===== src/rtl/shift_sched_pkg.sv =====
// Purpose: shared types and encodings for the two-requester shift scheduler.
// Latency: n/a (types and constants only).
// Backpressure: n/a.
package shift_sched_pkg;

  // Output register occupancy.
  typedef enum logic {
    EMPTY = 1'b0,
    FULL  = 1'b1
  } state_t;

  // Requester indices, as carried on out_id.
  localparam logic REQ0 = 1'b0;
  localparam logic REQ1 = 1'b1;

  // Shift direction encoding.
  localparam logic LR_RIGHT = 1'b0;
  localparam logic LR_LEFT  = 1'b1;

  // Fill mode encoding.
  localparam logic AL_LOGICAL = 1'b0;
  localparam logic AL_ARITH   = 1'b1;

endpackage


===== src/rtl/barrel_shifter.sv =====
// Purpose: 8-bit combinational barrel shifter, left/right, logical/arithmetic.
// Latency: 0 cycles (pure combinational).
// Backpressure: none.
// Ports: din (operand), shamt (0..7), lr (1=left), al (1=sign fill on right), dout.
module barrel_shifter
  import shift_sched_pkg::*;
(
  input  logic [7:0] din,
  input  logic [2:0] shamt,
  input  logic       lr,
  input  logic       al,
  output logic [7:0] dout
);

  logic       fill;
  logic [7:0] s1;
  logic [7:0] s2;
  logic [7:0] s4;

  // Three log2 stages (1, 2, 4). The fill bit is taken from the original
  // operand; an arithmetic right shift keeps bit 7 equal to it at every stage.
  always_comb begin
    fill = ((al == AL_ARITH) && (lr == LR_RIGHT)) ? din[7] : 1'b0;

    s1 = din;
    if (shamt[0]) s1 = (lr == LR_LEFT) ? {din[6:0], 1'b0} : {fill, din[7:1]};

    s2 = s1;
    if (shamt[1]) s2 = (lr == LR_LEFT) ? {s1[5:0], 2'b00} : {{2{fill}}, s1[7:2]};

    s4 = s2;
    if (shamt[2]) s4 = (lr == LR_LEFT) ? {s2[3:0], 4'h0} : {{4{fill}}, s2[7:4]};

    dout = s4;
  end

endmodule


===== src/rtl/shift_scheduler.sv =====
// Purpose: round-robin arbiter sharing one barrel shifter between two requesters,
//          result held in a single output register with valid/ready handshake.
// Latency: 1 cycle from acceptance to out_valid; one result per cycle sustained.
// Backpressure: while a result is held and out_ready=0, both reqN_ready are 0.
// Ports: clk, rst (async, active-high); reqN_{valid,ready,din,shamt,lr,al} for N=0,1;
//        out_{valid,ready,data,id}.
module shift_scheduler
  import shift_sched_pkg::*;
(
  input  logic       clk,
  input  logic       rst,

  input  logic       req0_valid,
  output logic       req0_ready,
  input  logic [7:0] req0_din,
  input  logic [2:0] req0_shamt,
  input  logic       req0_lr,
  input  logic       req0_al,

  input  logic       req1_valid,
  output logic       req1_ready,
  input  logic [7:0] req1_din,
  input  logic [2:0] req1_shamt,
  input  logic       req1_lr,
  input  logic       req1_al,

  output logic       out_valid,
  input  logic       out_ready,
  output logic [7:0] out_data,
  output logic       out_id
);

  state_t     state;
  logic       last_id;     // requester served most recently
  logic       can_accept;
  logic       grant;
  logic       accept;

  logic [7:0] sel_din;
  logic [2:0] sel_shamt;
  logic       sel_lr;
  logic       sel_al;
  logic [7:0] shifted;

  // Handshake: depends only on state, out_ready, valids and last_id.
  always_comb begin
    can_accept = (state == EMPTY) || out_ready;

    if (req0_valid && req1_valid) grant = ~last_id;
    else if (req1_valid)          grant = REQ1;
    else                          grant = REQ0;

    req0_ready = can_accept && req0_valid && (grant == REQ0);
    req1_ready = can_accept && req1_valid && (grant == REQ1);
    accept     = req0_ready || req1_ready;
  end

  // Command mux feeding the shared shifter.
  always_comb begin
    if (grant == REQ1) begin
      sel_din   = req1_din;
      sel_shamt = req1_shamt;
      sel_lr    = req1_lr;
      sel_al    = req1_al;
    end else begin
      sel_din   = req0_din;
      sel_shamt = req0_shamt;
      sel_lr    = req0_lr;
      sel_al    = req0_al;
    end
  end

  barrel_shifter u_shift (
    .din   (sel_din),
    .shamt (sel_shamt),
    .lr    (sel_lr),
    .al    (sel_al),
    .dout  (shifted)
  );

  // last_id resets to REQ1 so that req0 wins the first contended grant.
  always_ff @(posedge clk or posedge rst) begin
    if (rst) begin
      state    <= EMPTY;
      out_data <= 8'h00;
      out_id   <= REQ0;
      last_id  <= REQ1;
    end else begin
      case (state)
        EMPTY: begin
          if (accept) begin
            state    <= FULL;
            out_data <= shifted;
            out_id   <= grant;
            last_id  <= grant;
          end
        end
        FULL: begin
          if (out_ready) begin
            if (accept) begin
              out_data <= shifted;
              out_id   <= grant;
              last_id  <= grant;
            end else begin
              state <= EMPTY;
            end
          end
        end
        default: state <= EMPTY;
      endcase
    end
  end

  assign out_valid = (state == FULL);

endmodule


===== config.mk =====
export PLATFORM = sky130hd
export DESIGN_NAME = shift_scheduler
export DESIGN_NICKNAME = d
export VERILOG_FILES = /design/src/rtl/shift_sched_pkg.sv /design/src/rtl/barrel_shifter.sv /design/src/rtl/shift_scheduler.sv
export SDC_FILE = /design/constraint.sdc
export NUM_CORES = 1
export LEC_CHECK = 0
export ABC_AREA = 1
export CORE_MARGIN = 3
export CORE_UTILIZATION = 55
export DETAILED_ROUTE_END_ITERATION = 10
export DONT_BUFFER_PORTS = 1
export PLACE_DENSITY = 0.76
export SLEW_MARGIN = 20
export SYNTH_ARGS = -nofsm -noshare
export SYNTH_HDL_FRONTEND = slang
export SYNTH_HIERARCHICAL = 1
export SYNTH_SLANG_ARGS = --single-unit

===== constraint.sdc =====
create_clock -name clk -period 3.6 [get_ports clk]
set_clock_uncertainty 0.05 [all_clocks]
set_input_delay 0.72 -clock clk [delete_from_list [all_inputs] [get_ports clk]]
set_output_delay 0.72 -clock clk [all_outputs]
set_load 0.05 [all_outputs]

==> summary.txt, run 1 <==
Post-Syn Instances -> 206
Pre-Repair DR Iteration Count -> 4
Critical Path RT -> 3770 ps
die area -> 2727 sq um
final worst path period share -> 0.7496
setup TNS -> 0 ps
layout cells sized above 1 -> 0.09406
ANT nets after route -> 0
top post-synthesis cells by area -> nand2_1 36%, dfrtp_1 21%, nand3_1 13%
Max Cap Viol -> 0
crit path launch type -> flop
Seq cells post-synth -> 11
Ports -> 43
Port-buffer cells -> 0
Critical Path Sink Type -> flop
total grt overflow -> 0
Clock Path Buffers -> 2
Crit Path Category -> flop to flop
CP arrival -> 2870 ps
vias in the first global route -> 1030
Total Wirelength -> 2.773 mm
post-synth top area share -> 0.3610
average footprint of a synthesized cell -> 5.703 sq um
R2R setup slack -> 900 ps
Area growth, synth to finish -> -0.5326%
post-route cell area -> 1169 sq um
worst slew pin tran -> 688.2 ps
hold bufs inserted after CTS -> 0
FP Rows -> 16
Yosys warnings -> 6
Area after DPL -> 1142 sq um
chip height -> 52.22 um
Rel. slew slack -> 0.5401
Pwr Density -> 478.3 nW/um^2
outcome -> complete, no violations
total CTS buffers -> 3
root buffer cell -> clkbuf_4
Seq/Total Area, Yosys -> 0.2354
Reg2Reg Depth -> 14
Critical Path Sink -> out_data[1]
min cycle time layout -> 2699 ps
post-CTS setup buffer count -> 0
Mapped Nets -> 237
Layout fillers -> 204
Synth async-reset ratio -> 1.000
final core occ -> 0.5838
LEAKAGE -> 0.0006942 uW
Max Slew Vio Count -> 0
post-DP HPWL -> 2.216 mm
antenna violations before repair -> 0
gr usage total -> 0.2195
H-tree depth -> 1
crit path max fanout -> 16
Max Freq -> 0.3706 GHz
Fin. Hold Viols -> 0
Distinct cells, synth -> 22
Remaining DRCs -> 0
via count -> 1264
later-pin clock latency in the skew report -> 280 ps
post-cts resize count -> 0
most used flip-flop cell after synthesis -> dfrtp_1
dpl ws -> 703.2 ps
total core area -> 2002 sq um
worst r2r dst -> out_data[1]
setup ws final -> 901.4 ps
Die Wd -> 52.22 um
hold crit path type -> input pin to asynchronous set/reset pin
first-pass GRT wire length -> 4.491 mm
final setup fails -> 0
worst vdd ir -> 346.1 uV
area leader, netlist -> nand2_1
CTS Sinks -> 11
Post-synth EDFFs -> 0
Starting Density -> 0.5869
worst reg2reg path startpoint -> last_id
largest net degree at the start of global routing -> 18
vias per cell -> 5.520
gpl congestion -> 0.8881
clk slew on worst S/H paths -> 70 ps
WL/cell -> 12.11 um
CP Launch Point -> last_id
CTS tree -> built
RSZ-0062 raised after global routing -> false
# nets final -> 234
Post-Syn Area -> 1175 sq um
Ant. Diodes -> 0
initial drt markers -> 50
[layout by cell type, fill, tap and decap left out]
master and count:
o211ai_2 1, nand3_1 31, nor2_1 3, inv_2 3
nand2_2 2, dfrtp_1 10, o21ai_1 5, nand3_2 3
o21ai_0 1, o21ai_2 2, inv_4 1, clkbuf_4 3
clkbuf_1 1, buf_4 1, a21oi_1 5, o31ai_4 1
dfstp_2 1, nor2_4 1, o211ai_1 1, nand2_1 113
inv_1 13
[how the worst min path moves through the flow]
stage	from	endpoint	slack (ps)	depth (start not counted)
floorplan	last_id	last_id	400	2
global placement	last_id	last_id	410	2
detailed placement	last_id	last_id	430	2
CTS	rst	out_data[4]	270	1
global route	rst	out_data[4]	290	1
finish	rst	out_data[7]	260	1
[cells by family (layout without fill, tap and decap cells)]
kind of cell | count (synthesis) | after routing | synth area share
DFF | 11 | 11 | 0.2354
buffers and inverters | 26 | 22 | 0.1193
AOI/OAI and AO/OA | 16 | 16 | 0.09690
and+or+nand+nor | 153 | 153 | 0.5485
[cells in the mapped netlist, types with 2 or more instances]
library cell / number
buf_2: 4
nand3_1: 31
a21oi_1: 5
o21ai_1: 5
o21ai_2: 2
nand2_1: 113
nor2_1: 3
nand2_2: 2
dfrtp_1: 10
nand3_2: 3
inv_1: 13
buf_4: 3
inv_2: 3
[worst max-delay path, cell delays in order (launching register included)]
cell     delay (ps)
dfstp_2         540
nand2_2         170
nand2_1         350
nand2_1          90
nand2_1         300
inv_1           250
a21oi_1         150
o21ai_1          80
o21ai_1         200
nand2_1          90
nand3_1         110
nand2_1          60
nand2_1          70
nand2_1          50
nand2_1          80
[flip-flops by register name, summed over array words and instances, names as in the netlist]
name       count
out_id         1
out_valid      1
out_data       8
last_id        1
[power breakdown]
group          switching [uW]  internal (uW)
Combinational             145           65.6
Sequential                110            150
Clock                    45.1           43.1
Total                     300            259
[stage by stage]
step                instances  total power [uW]  hold slack (ps)
floorplan                 206             446.6            399.9
global placement          225             463.6            410.7
detailed placement        225             472.2            427.1
CTS                       229             560.6            269.2
global route              229             599.0            286.1
finish                    229             558.9            264.0
[layout make-up]
type | count | area (sq um) | area share
clock buffers | 4 | 26.28 | 0.02248
inverters | 17 | 66.31 | 0.05675
multi-input cells | 169 | 758.2 | 0.6488
flip-flops and latches | 11 | 276.5 | 0.2366
well taps | 27 | 33.78 | 0.02891
repair buffers | 1 | 7.507 | 0.006424
[layer usage]
layer | vias up | global-route usage | part of all wire
met5 | - | 0 | 0
met4 | 0 | 0.06383 | 0.014
met3 | 5 | 0.04274 | 0.079
met2 | 62 | 0.3410 | 0.47
met1 | 555 | 0.3074 | 0.44
li1 | 642 | - | -
Note: power is estimated with default switching activity, not from simulation.
==> run 2: changes to the inputs <==
PLACE_DENSITY = 0.79   (was 0.76)
clock period = 2.4 ns   (was 3.6 ns; I/O delays follow)
==> summary.txt, run 2 (same netlist as run 1, synthesis figures left out) <==
later-pin clock latency in the skew report -> 270 ps (was 280 ps)
clk slew on worst S/H paths -> 80 ps (was 70 ps)
Max Cap Viol -> 0 (unchanged)
Max Freq -> 0.4603 GHz (was 0.3706 GHz)
root buffer cell -> clkbuf_4 (unchanged)
WL/cell -> 11.60 um (was 12.11 um)
layout cells sized above 1 -> 0.1250 (was 0.09406)
Rel. slew slack -> 0.6790 (was 0.5401)
Port-buffer cells -> 0 (unchanged)
CTS tree -> built (unchanged)
Fin. Hold Viols -> 0 (unchanged)
chip height -> 52.22 um (unchanged)
die area -> 2727 sq um (unchanged)
total grt overflow -> 0 (unchanged)
LEAKAGE -> 0.0007298 uW (was 0.0006942 uW)
Area growth, synth to finish -> 3.834% (was -0.5326%)
largest net degree at the start of global routing -> 18 (unchanged)
final setup fails -> 0 (unchanged)
crit path launch type -> flop (unchanged)
vias per cell -> 5.468 (was 5.520)
total CTS buffers -> 3 (unchanged)
final worst path period share -> 0.9051 (was 0.7496)
Die Wd -> 52.22 um (unchanged)
Total Wirelength -> 2.726 mm (was 2.773 mm)
Reg2Reg Depth -> 13 (was 14)
Remaining DRCs -> 0 (unchanged)
most common cell after layout, fill and taps aside -> nand2_1 (unchanged)
CTS Sinks -> 11 (unchanged)
Pwr Density -> 692.6 nW/um^2 (was 478.3 nW/um^2)
outcome -> complete, no violations (unchanged)
crit path max fanout -> 16 (unchanged)
gr usage total -> 0.2096 (was 0.2195)
worst vdd ir -> 529.4 uV (was 346.1 uV)
Layout fillers -> 182 (was 204)
gpl congestion -> 0.9177 (was 0.8881)
Starting Density -> 0.5869 (unchanged)
Critical Path RT -> 2520 ps (was 3770 ps)
via count -> 1285 (was 1264)
commonest non-fill, non-tap cells in the layout -> 113 x nand2_1, 31 x nand3_1, 13 x inv_1, 10 x dfrtp_1, 7 x buf_4 (was 113 x nand2_1, 31 x nand3_1, 13 x inv_1, 10 x dfrtp_1)
Ant. Diodes -> 0 (unchanged)
Pre-Repair DR Iteration Count -> 4 (unchanged)
Largest register FFs -> 8 (unchanged)
setup TNS -> 0 ps (unchanged)
CP arrival -> 2290 ps (was 2870 ps)
Crit Path Category -> flop to flop (unchanged)
Pwr Total -> 845.0 uW (was 558.9 uW)
Reg with most FFs -> out_data (unchanged)
RSZ-0062 raised after global routing -> false (unchanged)
Critical Path Sink Type -> flop (unchanged)
total core area -> 2002 sq um (unchanged)
post-DP HPWL -> 2.208 mm (was 2.216 mm)
post-cts resize count -> 0 (unchanged)
vias in the first global route -> 1068 (was 1030)
worst slew pin tran -> 481.6 ps (was 688.2 ps)
antenna violations before repair -> 0 (unchanged)
Max Slew Vio Count -> 0 (unchanged)
hold crit path type -> input pin to asynchronous set/reset pin (unchanged)
first-pass GRT wire length -> 4.436 mm (was 4.491 mm)
H-tree depth -> 1 (unchanged)
# nets final -> 240 (was 234)
ANT nets after route -> 0 (unchanged)
min cycle time layout -> 2172 ps (was 2699 ps)
hold bufs inserted after CTS -> 0 (unchanged)
Ports -> 43 (unchanged)
post-CTS setup buffer count -> 0 (unchanged)
Clock Path Buffers -> 2 (unchanged)
FP Rows -> 16 (unchanged)
initial drt markers -> 55 (was 50)
-- run 2: changes by cell type in the layout (fill, tap and decap cells not counted), sizes merged --
| cell | change |
|---|---|
| buf | +6 |
| clkbuf | -1 |
| clkinv | +1 |
-- run 2: path summary, 6_finish.rpt --
check                           start     endpoint  slack (ps)
min                               rst  out_data[2]          20
max reg2reg                   last_id  out_data[6]         230
max                           last_id  out_data[6]         230
max in group asynchronous         rst      last_id        1960
min in group clk           req0_valid    out_valid         250
min reg2reg                   last_id      last_id         440
-- run 2: area by class of cell --
type                            count  area [sq um]  area share
Clock inverter                      1         5.005    0.004103
Clock buffer                        3         22.52     0.01846
Inverter                           17         66.31     0.05436
Sequential cell                    11         276.5      0.2267
Multi-Input combinational cell    169         763.2      0.6256
Timing Repair Buffer                7         52.55     0.04308
Tap cell                           27         33.78     0.02769
-- run 2: metrics by stage --
stage               std cells  cell area (sq um)  hold WS (ps)  worst slack, ps    util
floorplan                 206               1175         281.7            107.5       -
global placement          231               1187         316.5            274.4  0.5931
detailed placement        231               1187         331.3            212.5  0.5931
CTS                       235               1215         33.70            189.9  0.6069
global route              235               1220         41.90            15.96  0.6094
finish                    235               1220         22.23            227.7  0.6094
-- run 2: routing by layer --
| metal | wire, um | share of wire | up-vias | track usage |
|---|---|---|---|---|
| li1 | - | - | 650 | - |
| met1 | 1216 | 0.45 | 573 | 0.2953 |
| met2 | 1285 | 0.47 | 60 | 0.3368 |
| met3 | 220 | 0.081 | 2 | 0.04274 |
| met4 | 4 | 0.0015 | 0 | 0.02979 |
| met5 | 0 | 0 | - | 0 |
-- run 2: worst max-delay path: stages, from the launching register on --
cell and delay (ps):
dfstp_2 560, nand2_4 120, nand2_1 100, nand2_1 50
nand2_1 320, inv_4 100, nand2_1 80, nand3_1 90
o21ai_2 100, nand2_1 110, a21oi_1 190, a21oi_1 70
nand2_1 70, nand2_1 50
-- run 2: report_power, final --
part	internal, uW	total [uW]	switching, uW
clock	61.7	126	64.3
combinational	110	330	220
sequential	226	389	163
total	398	845	447
==> RTL edit (settings of run 1) <==
Make the reset (`rst`) synchronous in one clocked block. Comments in the files are not updated.
--- a/src/rtl/shift_scheduler.sv
+++ b/src/rtl/shift_scheduler.sv
@@ -79,7 +79,7 @@
   );
 
   // last_id resets to REQ1 so that req0 wins the first contended grant.
-  always_ff @(posedge clk or posedge rst) begin
+  always_ff @(posedge clk) begin
     if (rst) begin
       state    <= EMPTY;
       out_data <= 8'h00;
Behaviour: differs if rst is asserted again (counterexample within 4 cycles, from zero or initial values and one cycle with rst high); with rst held inactive, the same outputs for 10 cycles.
==> RTL edit against run 1 <==
Via count rose by 0.63%. Sequential share of layout area fell by 5.1 points. Sequential cell count unchanged. Die area increased by 1.0%. Fmax grew 4.1%. Area after synthesis rose by 1.2%. Non-clock buffer count is the same. Wire length is 4.7% lower. Total power is 18% lower. Setup slack improved by 0.11 ns. Final area is 1.3% higher. Count of clock-buffer cells in the layout stayed put. Final cell count rose by 7.0%. Critical path type is now input port to register.
==> RTL edit: results (changes against run 1) <==
* Port Buf Inserts at 0 (unchanged)
* Placement Cell Area at 0.00116 sq mm (+1.3%)
* Top FF cell, synth: sky130_fd_sc_hd__dfxtp_1
* Multiplexer share of the synthesized area at 0 (unchanged)
* Largest cells by area after synthesis: sky130_fd_sc_hd__nand2_1 (35%), sky130_fd_sc_hd__dfxtp_1 (19%), sky130_fd_sc_hd__nand3_1 (8.0%)
* Number of H-tree levels at 1 (unchanged)
* Final Routed Wirelength at 2.64 mm (-4.7%)
* Count of inserted antenna diode cells at 0 (unchanged)
* Number of vias in the routed layout at 1272 (+0.63%)
* Synth Area in Compound Gates at 0.134 (+0.0368)
* Seq/Total Area, Yosys at 0.185 (-0.0501)
* Initial antenna violation count at 0 (unchanged)
* Count of yosys warnings during synthesis at 6 (unchanged)
* Number of buffers created by CTS at 3 (unchanged)
* Register bank with the most flops: out_data
* Hold Path Class: register to register
* Bufs on Longest Clock Path at 2 (unchanged)
* Number of buffers inserted to repair setup after CTS at 0 (unchanged)
* Pleak at 0.671 nW (-3.3%)
* GRT Total Usage at 0.215 (-0.00449)
* Synthesized netlist net count at 251 (+5.9%)
* Unique cell type count in the Yosys netlist at 22 (unchanged)
* Critical-path maximum fanout at 17 (+1)
* Fraction of final layout cells with drive strength greater than 1 at 0.101 (+0.00686)
* Post-placement worst setup slack at 0.744 ns (+0.0410 ns)
* Worst-path clk slew at 0.07 ns (about the same)
* Worst skew pair latency at 0.26 ns (-0.02 ns)
* Number of fill cells at 235 (+15%)
* Top post-synthesis cells by count: sky130_fd_sc_hd__nand2_1 (111), sky130_fd_sc_hd__inv_1 (20), sky130_fd_sc_hd__nand3_1 (19), sky130_fd_sc_hd__a21oi_1 (14), sky130_fd_sc_hd__nor2_1 (12)
* Synthesis-to-finish area growth at -0.421%
* Half-perimeter wire length of the detailed placement result at 2.15 mm (-3.2%)
* Number of DRC markers in iteration 0 at 28 (-44%)
* Post-CTS Resized at 0 (unchanged)
* Last weighted congestion value of the routability-driven placer at 0.832 (-6.3%)
* Peak ir drop on the vdd network at 0.282 mV (-18%)
* CP Data Arrival Time at 2.70 ns (-0.17 ns)
* Vias in the first global route at 1135 (+10%)
* Adder-Cell Fraction of Synth Area at 0 (unchanged)
* First-pass GRT wire length at 4.66 mm (+3.9%)
* Slew margin rel. at 0.535 (-0.00541)
* Total iterations of the first detailed-routing run at 4 (unchanged)
* Xor and xnor fraction of the mapped netlist area at 0 (unchanged)
* Maximum number of pins on one net before global-route repair at 20 (+2)
* Outcome: complete, no violations
* Root buffer cell: sky130_fd_sc_hd__clkbuf_4
* Switching power at 0.000219 W (-27%)
* Post-synthesis async set-or-reset flop share at 0 (-1.00)
* Max reg flops at 8 (unchanged)
==> RTL edit: cell type report <==
type,instances,area share
multi-input cells,176,0.672
flip-flops and latches,11,0.186
inverters,26,0.0846
well taps,27,0.0285
clock buffers,4,0.0222
repair buffers,1,0.00634
==> RTL edit: worst max-delay path, cell delays in order <==
cell and delay, ns:
sky130_fd_sc_hd__nand2_2 0.08, sky130_fd_sc_hd__nand2_2 0.16, sky130_fd_sc_hd__inv_2 0.22, sky130_fd_sc_hd__nand2_1 0.07, sky130_fd_sc_hd__nand2_1 0.52, sky130_fd_sc_hd__inv_4 0.10
sky130_fd_sc_hd__nand3_2 0.14, sky130_fd_sc_hd__nand2_1 0.08, sky130_fd_sc_hd__o21ai_0 0.08, sky130_fd_sc_hd__nand2_1 0.07, sky130_fd_sc_hd__nand2_1 0.08, sky130_fd_sc_hd__nand3_1 0.08
sky130_fd_sc_hd__nand2_1 0.07, sky130_fd_sc_hd__inv_1 0.03, sky130_fd_sc_hd__a21oi_1 0.12, sky130_fd_sc_hd__nor2_1 0.06
==> RTL edit: power groups by stage <==
stage               sequential (W)  clock [W]  combinational [W]
floorplan                 0.000187          0           0.000170
global placement          0.000189          0           0.000182
detailed placement        0.000189          0           0.000185
CTS                       0.000186  0.0000876           0.000186
global route              0.000188  0.0000961           0.000217
finish                    0.000185  0.0000848           0.000186
==> RTL edit: final timing paths <==
check                           depth (start not counted)        from          end  slack (ns)
worst min register to register                          2     last_id      last_id        0.43
worst min-delay path                                    2     last_id      last_id        0.43
worst max register to register                         16     last_id  out_data[7]        1.13
worst max-delay path                                   16  req0_valid  out_data[7]        1.01
==> RTL edit: through the flow <==
step	hold WS, ns	instances	power (W)
global placement	0.417	241	0.000370
CTS	0.441	245	0.000460
global route	0.449	245	0.000501
floorplan	0.399	220	0.000356
finish	0.435	245	0.000456
detailed placement	0.423	241	0.000374
==> RTL edit: kinds of logic after synthesis <==
logic type / count (synthesis)
AO/OA/AOI/OAI: 25
AND/OR/NAND/NOR: 151
flip-flops: 11
buffers and inverters: 33
==> RTL edit: layer usage <==
| metal | routed length, um | share of wire | global-route usage |
|---|---|---|---|
| met2 | 1240 | 0.47 | 0.351 |
| met3 | 175 | 0.066 | 0.0484 |
| met4 | 0 | 0 | 0.0213 |
| met5 | 0 | 0 | 0 |
| met1 | 1230 | 0.47 | 0.296 |
